`src/rtl/pt_tx_sched.sv`:
```
// Round-robin scheduler that shares one PT2262 frame encoder between two requesters.
// Each accepted codeword goes out as N_REPEAT frames, and every frame is followed by GAP_CYCLES of idle line.
module pt_tx_sched #(
    parameter int N_REPEAT    = 4,
    parameter int GAP_CYCLES  = 40,
    parameter int ACK_TIMEOUT = 16
) (
    input  logic        clk,
    input  logic        rst_n,
    input  logic        req0_valid,
    input  logic [23:0] req0_code,
    output logic        req0_ready,
    input  logic        req1_valid,
    input  logic [23:0] req1_code,
    output logic        req1_ready,
    output logic        pt_ld,
    output logic [23:0] pt_ad,
    input  logic        pt_done,
    output logic        busy,
    output logic        grant_id,
    output logic        err_timeout
);

    localparam int RW = $clog2(N_REPEAT + 1);
    localparam int TW = $clog2(ACK_TIMEOUT + 1);
    localparam int GW = (GAP_CYCLES > 0) ? $clog2(GAP_CYCLES + 1) : 1;

    localparam logic [RW-1:0] REP_LAST = RW'(N_REPEAT - 1);
    localparam logic [RW-1:0] REP_FULL = RW'(N_REPEAT);
    localparam logic [TW-1:0] TO_LAST  = TW'(ACK_TIMEOUT - 1);
    localparam logic [GW-1:0] GAP_LAST = (GAP_CYCLES > 0) ? GW'(GAP_CYCLES - 1) : '0;

    typedef enum logic [2:0] {
        S_IDLE,
        S_LOAD,
        S_WAIT_START,
        S_WAIT_DONE,
        S_GAP
    } state_t;

    state_t          state, state_nxt;
    logic            rr_ptr;
    logic [RW-1:0]   rep_cnt;
    logic [TW-1:0]   to_cnt;
    logic [GW-1:0]   gap_cnt;
    logic            take;
    logic            pick1;

    // When both requesters are valid, the requester named by the round-robin pointer wins.
    assign pick1 = req1_valid & (~req0_valid | rr_ptr);
    assign take  = (state == S_IDLE) & (req0_valid | req1_valid);

    // NOTE: sequential state uses non-blocking assignments so every register samples pre-edge values.
    always_ff @(posedge clk or negedge rst_n) begin
        if (!rst_n) begin
            state <= S_IDLE;
        end else begin
            state <= state_nxt;
        end
    end

    // NOTE: the default assignment at the top keeps every path assigned, so no latch is inferred.
    always_comb begin
        state_nxt = state;
        unique case (state)
            S_IDLE: begin
                if (take) state_nxt = S_LOAD;
            end
            S_LOAD: begin
                if (pt_done) state_nxt = S_WAIT_START;
            end
            S_WAIT_START: begin
                if (!pt_done)               state_nxt = S_WAIT_DONE;
                else if (to_cnt == TO_LAST) state_nxt = S_IDLE;
            end
            S_WAIT_DONE: begin
                if (pt_done) begin
                    if (GAP_CYCLES > 0)           state_nxt = S_GAP;
                    else if (rep_cnt == REP_LAST) state_nxt = S_IDLE;
                    else                          state_nxt = S_LOAD;
                end
            end
            S_GAP: begin
                // rep_cnt was already advanced when the frame finished.
                if (gap_cnt == GAP_LAST) state_nxt = (rep_cnt == REP_FULL) ? S_IDLE : S_LOAD;
            end
            default: state_nxt = S_IDLE;
        endcase
    end

    always_comb begin
        req0_ready = take & ~pick1;
        req1_ready = take & pick1;
        pt_ld      = (state == S_LOAD) & pt_done;
        busy       = (state != S_IDLE);
    end

    always_ff @(posedge clk or negedge rst_n) begin
        if (!rst_n) begin
            pt_ad       <= '0;
            grant_id    <= 1'b0;
            rr_ptr      <= 1'b0;
            rep_cnt     <= '0;
            to_cnt      <= '0;
            gap_cnt     <= '0;
            err_timeout <= 1'b0;
        end else begin
            unique case (state)
                S_IDLE: begin
                    if (take) begin
                        pt_ad    <= pick1 ? req1_code : req0_code;
                        grant_id <= pick1;
                        rr_ptr   <= ~pick1;
                        rep_cnt  <= '0;
                    end
                end
                S_LOAD: begin
                    if (pt_done) to_cnt <= '0;
                end
                S_WAIT_START: begin
                    if (pt_done) begin
                        to_cnt <= to_cnt + 1'b1;
                        if (to_cnt == TO_LAST) err_timeout <= 1'b1;
                    end
                end
                S_WAIT_DONE: begin
                    if (pt_done) begin
                        rep_cnt <= rep_cnt + 1'b1;
                        gap_cnt <= '0;
                    end
                end
                S_GAP: begin
                    gap_cnt <= gap_cnt + 1'b1;
                end
                default: ;
            endcase
        end
    end

endmodule
```
`config.mk`:
```
export PLATFORM = sky130hd
export DESIGN_NAME = pt_tx_sched
export DESIGN_NICKNAME = d
export VERILOG_FILES = /design/src/rtl/pt_tx_sched.sv
export SDC_FILE = /design/constraint.sdc
export NUM_CORES = 1
export LEC_CHECK = 0
export ABC_AREA = 0
export CAP_MARGIN = 20
export CORE_UTILIZATION = 45
export CTS_CLUSTER_DIAMETER = 150
export DETAILED_ROUTE_END_ITERATION = 7
export PLACE_DENSITY = 0.81
export SLEW_MARGIN = 10
export SYNTH_ARGS = -nofsm -noshare
export SYNTH_HDL_FRONTEND = slang
export SYNTH_SLANG_ARGS = --single-unit
```
`constraint.sdc`:
```
create_clock -name clk -period 3.1 [get_ports clk]
set_input_delay 0.31 -clock clk [delete_from_list [all_inputs] [get_ports clk]]
set_output_delay 0.31 -clock clk [all_outputs]
set_load 0.05 [all_outputs]
```
# [After elaboration in Yosys (flattened, before gate mapping)]
# Index checks and enable logic that the tools add are counted.
[word_totals] reg_bits=44 latch_bits=0 mem_bits_rw=0 rom_bits=0 input_bits=53 out_inout_bits=30 elab_cells=61 n_memories=0
[classes] add_sub_neg=3 multipliers=0 div=0 magnitude_cmp=0 n_eq_ne=13 n_shift=0 n_mux=17 n_bitwise=9 n_reduce_logical=11
[ops] operator="$mux W24" count=1
[ops] operator="$mux W3" count=8
[ops] operator="$pmux W3 S5" count=1
[ops] operator="$pmux W6 S2" count=1
[ops] operator="$mux W5" count=2
[ops] operator="$ne A2 B2 Y1 const B" count=5
[ops] operator="$pmux W5 S2" count=1
[ops] operator="$reduce_and A3 Y1" count=3
[ops] operator="$add A6 B1 Y6 const B" count=1
[ops] operator="$eq A3 B2 Y1 const B" count=2
[ops] operator="$eq A3 B3 Y1 const B" count=2
[ops] operator="$eq A6 B6 Y1 const B" count=1
[ops] operator="$mux W6" count=1
[ops] operator="$pmux W3 S2" count=1
[ops] operator="$reduce_bool A2 Y1" count=3
[ops] operator="$add A5 B1 Y5 const B" count=1
[ops] operator="$and A1 B1 Y1" count=5
[ops] operator="$eq A5 B4 Y1 const B" count=1
[ops] operator="$reduce_and A5 Y1" count=1
[ops] operator="$reduce_and A2 Y1" count=2
[ops] operator="$add A3 B1 Y3 const B" count=1
[ops] operator="$eq A3 B1 Y1 const B" count=1
[ops] operator="$logic_not A3 Y1" count=1
[ops] operator="$ne A3 B3 Y1 const B" count=1
[ops] operator="other kinds (4)" count=6

# [Longest topological paths before layout]
# Gate-level depths: netlist of run 1.
[logic_depth] depth_word=5 depth_mapped=6 mapped_depth_nobuf=6

# [Worst setup path after synthesis of run 1]
# Ideal clock, no wire load.
[synth_path] path_kind="flip-flop to output port" from="register state[0]" to="output pt_ld" t_arrival_ps=1877 required_time_ps=2790 slack_ps=913 stages_incl_launch_ff=5 path_cell_list="dfrtp_1 > buf_2 > buf_2 > inv_1 > nor3_1"
[synth_between] elab_chain_len=2
[synth_rtl] element="start: declaration" line="41" text="state_t state, state_nxt;"
[synth_rtl] element="start signal: assignment" line="58" text="state <= state_nxt;"
[synth_rtl] element="$eq A3 B1 Y1" line="94" text="pt_ld = (state == S_LOAD) & pt_done;"
[synth_rtl] element="$and A1 B1 Y1" line="94"
[synth_rtl] element="end: declaration" line="16" text="output logic pt_ld,"
# No other way between the ends.

# [Worst setup path in the final report of run 1]
[layout_path] from="input pt_done" to="output pt_ld"
[layout_between] elab_chain_len=1
[layout_rtl] element="start: declaration" line="18" text="input logic pt_done,"
[layout_rtl] element="$and A1 B1 Y1" line="94"
# No other way between the ends.

==> impl_metrics.ini, run 1 <==
[status]
status = complete, no violations

[timing]
rsz0062_at_grt = no
finalSetupTns_ns = 0
fmax_mhz = 423
slew_violations = 0
worst_slew_pin_slew_ns = 0.951
fin_ws_ns = 0.735
setup_viol = 0
finClkSkew_ns = 0.00613
finalCritPeriodShare_pct = 76.3
relSlewSlack_pct = 36.6
finalHoldViolCount = 0
fin_crit_ns = 2.37
whs_ns = 0.159

[place]
place_area_um2 = 3080
placed_cells = 336
dpl.hpwl_um = 3740
place_congestion = 0.834
port_buffers = 82
dp_slack_ns = 0.742

[logic_synthesis]
syn_area_per_cell_um2 = 11.4
yosys_register_bits = 44
ys_seq_area_share_pct = 48.9
syn_nets = 256
ys_async_sr_fraction_pct = 100
synth_edf_count = 0
netlist_area_um2 = 2250
netlist_instances = 198
ys.flop_type = dfrtp_1
ys_warn_count = 0
yosysUniqueCellTypes = 41

[cells_and_area]
layout-drive-gt1-share_pct = 7.58
fin_area_um2 = 3190
layout_commonest_cell = clkdlybuf4s50_1
multi_input_area_um2 = 983
layout_common_cells = clkdlybuf4s50_1 (79), dfrtp_1 (44), a21boi_0 (24), a221o_1 (24), nand2_1 (12)
fillers = 390
finalNetCount = 334
diodes = 0
fin_cells = 344
seq_area_um2 = 1100
area_delta_synth_final_pct = 41.6

[clock_network]
cts_resized = 0
cts_buffers = 5
clk_latency_ns = 0.29
cts_setup_buffers = 0
cts_max_level = 2
cts_hold_buf = 0
cts_tree = built
clockBufferDepth = 2
cts.sink_count = 44
cts_root_buf = clkbuf_8
clk_pin_slew_ns = 0.09

[pwr]
powerDensity_nw_per_um2 = 1010
leakage_nw = 1.37
ir_worst_vdd_mv = 0.597

[drt]
wl_um = 5210
antenna_left = 0
drt_first_pass_iters = 4
vias = 1920
wl_per_cell_um = 15.2
via_per_inst = 5.58
drc = 0
drt-initial-drc-count = 107

[critical_path]
cp.required_ns = 2.79
worstSetupPathType = input pin to output pin
crit_fanout = 9
r2r_slack_ns = 0.99
arrival_ns = 2.06
cp-start-kind = input pin
cp-end-kind = output pin

[job]
cap_violations = 0

[die]
ios = 83
die_w_um = 72.7
start_util_pct = 47.3
die_y_um = 72.7
core_um2 = 4750
die-area_um2 = 5290
placementRows = 25

[global_route]
grt_pass1_wl_um = 8820
grt_util_all_layers_pct = 21.4
grt_pass1_vias = 1888
antenna_found_initial = 0
grt_max_degree = 45
grt_overflow = 0

[worst_hold_path]
hp-class = input pin to async pin
==> state kept, by name, indices dropped and copies added, names as in the netlist <==
register and flops:
grant_id 1, rr_ptr 1, state 3, gap_cnt 6, rep_cnt 3, pt_ad 24, err_timeout 1, to_cnt 5
==> path summary, 6_finish.rpt <==
| kind | startpoint | endpoint | depth (start not counted) |
|---|---|---|---|
| setup / recovery | pt_done | pt_ld | 4 |
| max in group asynchronous | rst_n | gap_cnt[1] | 1 |
| hold / removal | rst_n | to_cnt[3] | 1 |
| setup reg to reg | state[2] | pt_ad[2] | 4 |
| hold reg to reg | err_timeout | err_timeout | 1 |
| min in group clk | err_timeout | err_timeout | 1 |
==> cell usage after synthesis, types with 5 or more instances <==
library cell   n  area (um^2)
a21boi_0      24          180
a21oi_1        6         30.0
a221o_1       24          240
buf_6          8         90.1
dfrtp_1       44         1100
ha_1           5         62.6
inv_1          7         26.3
nand2_1       12         45.0
nand3_1        5         25.0
o21ai_0        7         35.0
==> through the flow <==
| step | utilization (%) | total power [W] |
|---|---|---|
| 2_1_floorplan | - | 0.00225 |
| 3_3_place_gp | 64.7 | 0.00277 |
| 3_5_place_dp | 64.7 | 0.00280 |
| 4_1_cts | 67.0 | 0.00324 |
| 5_1_grt | 67.0 | 0.00342 |
| 6_report | 67.0 | 0.00322 |
==> layout make-up <==
type	instances	share of cell area, %
flip-flops and latches	44	34.6
multi-input cells	130	30.9
repair buffers	88	27.6
well taps	67	2.63
clock buffers	5	2.16
clock inverters	3	1.33
inverters	7	0.824
==> where the power goes <==
part	total, W	internal [W]	switching [W]
sequential	0.000948	0.000798	0.000150
clock	0.000434	0.000239	0.000195
combinational	0.00184	0.000730	0.00111
==> metal layers <==
layer | vias up | global-route usage (%) | share of wire [%]
met1 | 945 | 28.0 | 44
met4 | 0 | 3.92 | 0.44
li1 | 916 | - | -
met3 | 2 | 5.25 | 5.1
met5 | - | 0 | 0
met2 | 57 | 36.3 | 50
==> cells by family after synthesis <==
logic type	count (synthesis)	share of synthesized area [%]
AOI/OAI and AO/OA	80	28.5
DFF	44	48.9
and+or+nand+nor	42	11.0
buffers and inverters	24	7.39
adders and majority gates	5	2.78
muxes	3	1.39
==> worst max-delay path: stages <==
cell and delay, ns:
clkdlybuf4s50_1 0.61, nand2b_1 0.16, nor3_1 0.15, clkdlybuf4s50_1 0.82
Power figures use the tool's default switching activity.
==> inputs of run 2 (changes only) <==
--- a/config.mk
+++ b/config.mk
@@ -7,10 +7,10 @@
 export LEC_CHECK = 0
 export ABC_AREA = 0
 export CAP_MARGIN = 20
-export CORE_UTILIZATION = 45
+export CORE_UTILIZATION = 44
 export CTS_CLUSTER_DIAMETER = 150
 export DETAILED_ROUTE_END_ITERATION = 7
-export PLACE_DENSITY = 0.81
+export PLACE_DENSITY = 0.79
 export SLEW_MARGIN = 10
 export SYNTH_ARGS = -nofsm -noshare
 export SYNTH_HDL_FRONTEND = slang
==> constraint.sdc (replaced) <==
create_clock -name clk -period 2.4 [get_ports clk]
set_input_delay 0.24 -clock clk [delete_from_list [all_inputs] [get_ports clk]]
set_output_delay 0.24 -clock clk [all_outputs]
set_load 0.05 [all_outputs]
==> impl_metrics.ini, run 2 (synthesized netlist as in run 1, its figures left out) <==
[worst_hold_path]
hp-class = input pin to async pin

[pwr]
p_seq_share_pct = 29.0
leakage_nw = 1.40
total_power_w = 0.00421
internal_power_w = 0.00231
powerDensity_nw_per_um2 = 1310
ir_worst_vdd_mv = 0.727
switching_share_pct = 45.1
p_comb_share_pct = 56.8
p_switching_w = 0.00190
clockPowerShare_pct = 14.2

[critical_path]
cp-end-kind = output pin
cp.required_ns = 2.16
cp-start-kind = flop
worstSetupPathType = flop to output pin
crit_fanout = 13
arrival_ns = 1.90

[global_route]
grt_max_degree = 32
antenna_found_initial = 0
grt_util_all_layers_pct = 21.2
grt_overflow = 0
grt_pass1_wl_um = 8700
grt_pass1_vias = 1840

[die]
placementRows = 25
die_w_um = 73.5
ios = 83
die-area_um2 = 5410
core_um2 = 4820
start_util_pct = 46.7
die_y_um = 73.5

[timing]
worst_slew_pin_slew_ns = 0.852
finClkSkew_ns = 0.00774
fin_crit_ns = 2.14
finalHoldViolCount = 0
finalSetupTns_ns = 0
rsz0062_at_grt = no
fmax_mhz = 467
relSlewSlack_pct = 43.2
finalCritPeriodShare_pct = 89.3
setup_viol = 0
slew_violations = 0

[drt]
via_per_inst = 5.56
antenna_left = 0
drt-initial-drc-count = 147
drt_first_pass_iters = 4
drc = 0
wl_per_cell_um = 15.5
vias = 1928
wl_um = 5390

[clock_network]
cts_max_level = 2
cts_setup_buffers = 0
cts_tree = built
cts.sink_count = 44
clockBufferDepth = 2
cts_buffers = 5
clk_latency_ns = 0.30
clk_pin_slew_ns = 0.09
cts_root_buf = clkbuf_8

[cells_and_area]
finalNetCount = 337
fin_area_um2 = 3220
diodes = 0
layout-drive-gt1-share_pct = 8.93
max_flop_register = pt_ad
layout_common_cells = clkdlybuf4s50_1 (77), dfrtp_1 (44), a21boi_0 (24), a221o_1 (24), nand2_1 (12)
area_delta_synth_final_pct = 42.9
fillers = 377
largest_reg_flops = 24
reg_top3 = pt_ad: 24 flops, gap_cnt: 6 flops, to_cnt: 5 flops
layout_commonest_cell = clkdlybuf4s50_1

[place]
place_congestion = 0.758
place_area_um2 = 3090
dpl.hpwl_um = 3900
port_buffers = 82

[job]
cap_violations = 0

[status]
status = complete, no violations
-- run 2: cell count changes in the layout (fill, tap and decap cells not counted) --
cell             previous run  this run
buf_4                       6        10
clkdlybuf4s50_1            79        77
clkbuf_8                    5         6
clkinv_2                    1         0
clkinv_4                    0         1
clkinvlp_4                  1         0
dlygate4sd3_1               0         1
-- run 2: area by class of cell --
class                           instances  area (um^2)  share of cell area, %
Clock buffer                            6         82.6                   2.57
Clock inverter                          2         38.8                   1.21
Inverter                                7         26.3                  0.817
Multi-Input combinational cell        130          983                   30.6
Sequential cell                        44         1100                   34.2
Tap cell                               67         83.8                   2.61
Timing Repair Buffer                   91          901                   28.0
-- run 2: what timing repair did --
action	4_1_cts	5_1_grt
gates resized for setup	0	0
hold endpoints to repair	13	0
hold buffers	1	0
-- run 2: stage by stage --
stage,setup WS [ns],utilization (%),hold WS [ns],std cells
finish,0.257,66.8,0.355,347
global route,0.0815,66.8,0.386,347
CTS,0.263,66.8,0.372,347
detailed placement,0.250,64.1,0.153,338
global placement,0.338,64.1,0.147,338
floorplan,0.283,-,-0.0556,198
-- run 2: metal layers --
layer,wire length (um),up-vias,GRT usage (%)
li1,-,924,-
met1,2320,933,28.4
met2,2670,56,33.5
met3,230,15,4.66
met4,165,0,8.55
met5,0,-,0
-- run 2: worst paths after layout --
check	startpoint	endpoint	slack, ns	cells after the start
max	state[2]	req0_ready	0.26	4
min	rst_n	err_timeout	0.35	2
max reg2reg	state[2]	pt_ad[5]	0.51	4
min reg2reg	err_timeout	err_timeout	0.48	1
max in group asynchronous	rst_n	gap_cnt[1]	1.35	3
min in group clk	err_timeout	err_timeout	0.48	1
-- run 2: worst max-delay path, cell delays in order, from the launching register on --
cell     delay [ns]
dfrtp_1        0.50
nor3_2         0.47
and3_1         0.26
buf_4          0.21
buf_12         0.16
-- run 2: power by group through the flow --
stage                     combinational [W]  clock, W  sequential (W)
final                               0.00239  0.000598         0.00122
after global routing                0.00254  0.000634         0.00126
after CTS                           0.00240  0.000599         0.00122
after detailed placement            0.00241         0         0.00122
after global placement              0.00235         0         0.00123
after floorplan                     0.00102         0         0.00189
==> inputs of run 3 (changes only) <==
--- a/config.mk
+++ b/config.mk
@@ -6,7 +6,6 @@
 export NUM_CORES = 1
 export LEC_CHECK = 0
 export ABC_AREA = 0
-export CAP_MARGIN = 20
 export CORE_UTILIZATION = 44
 export CTS_CLUSTER_DIAMETER = 150
 export DETAILED_ROUTE_END_ITERATION = 7
==> results of run 3 <==
The final DEF is identical to that of run 2; final timing and power are the same.
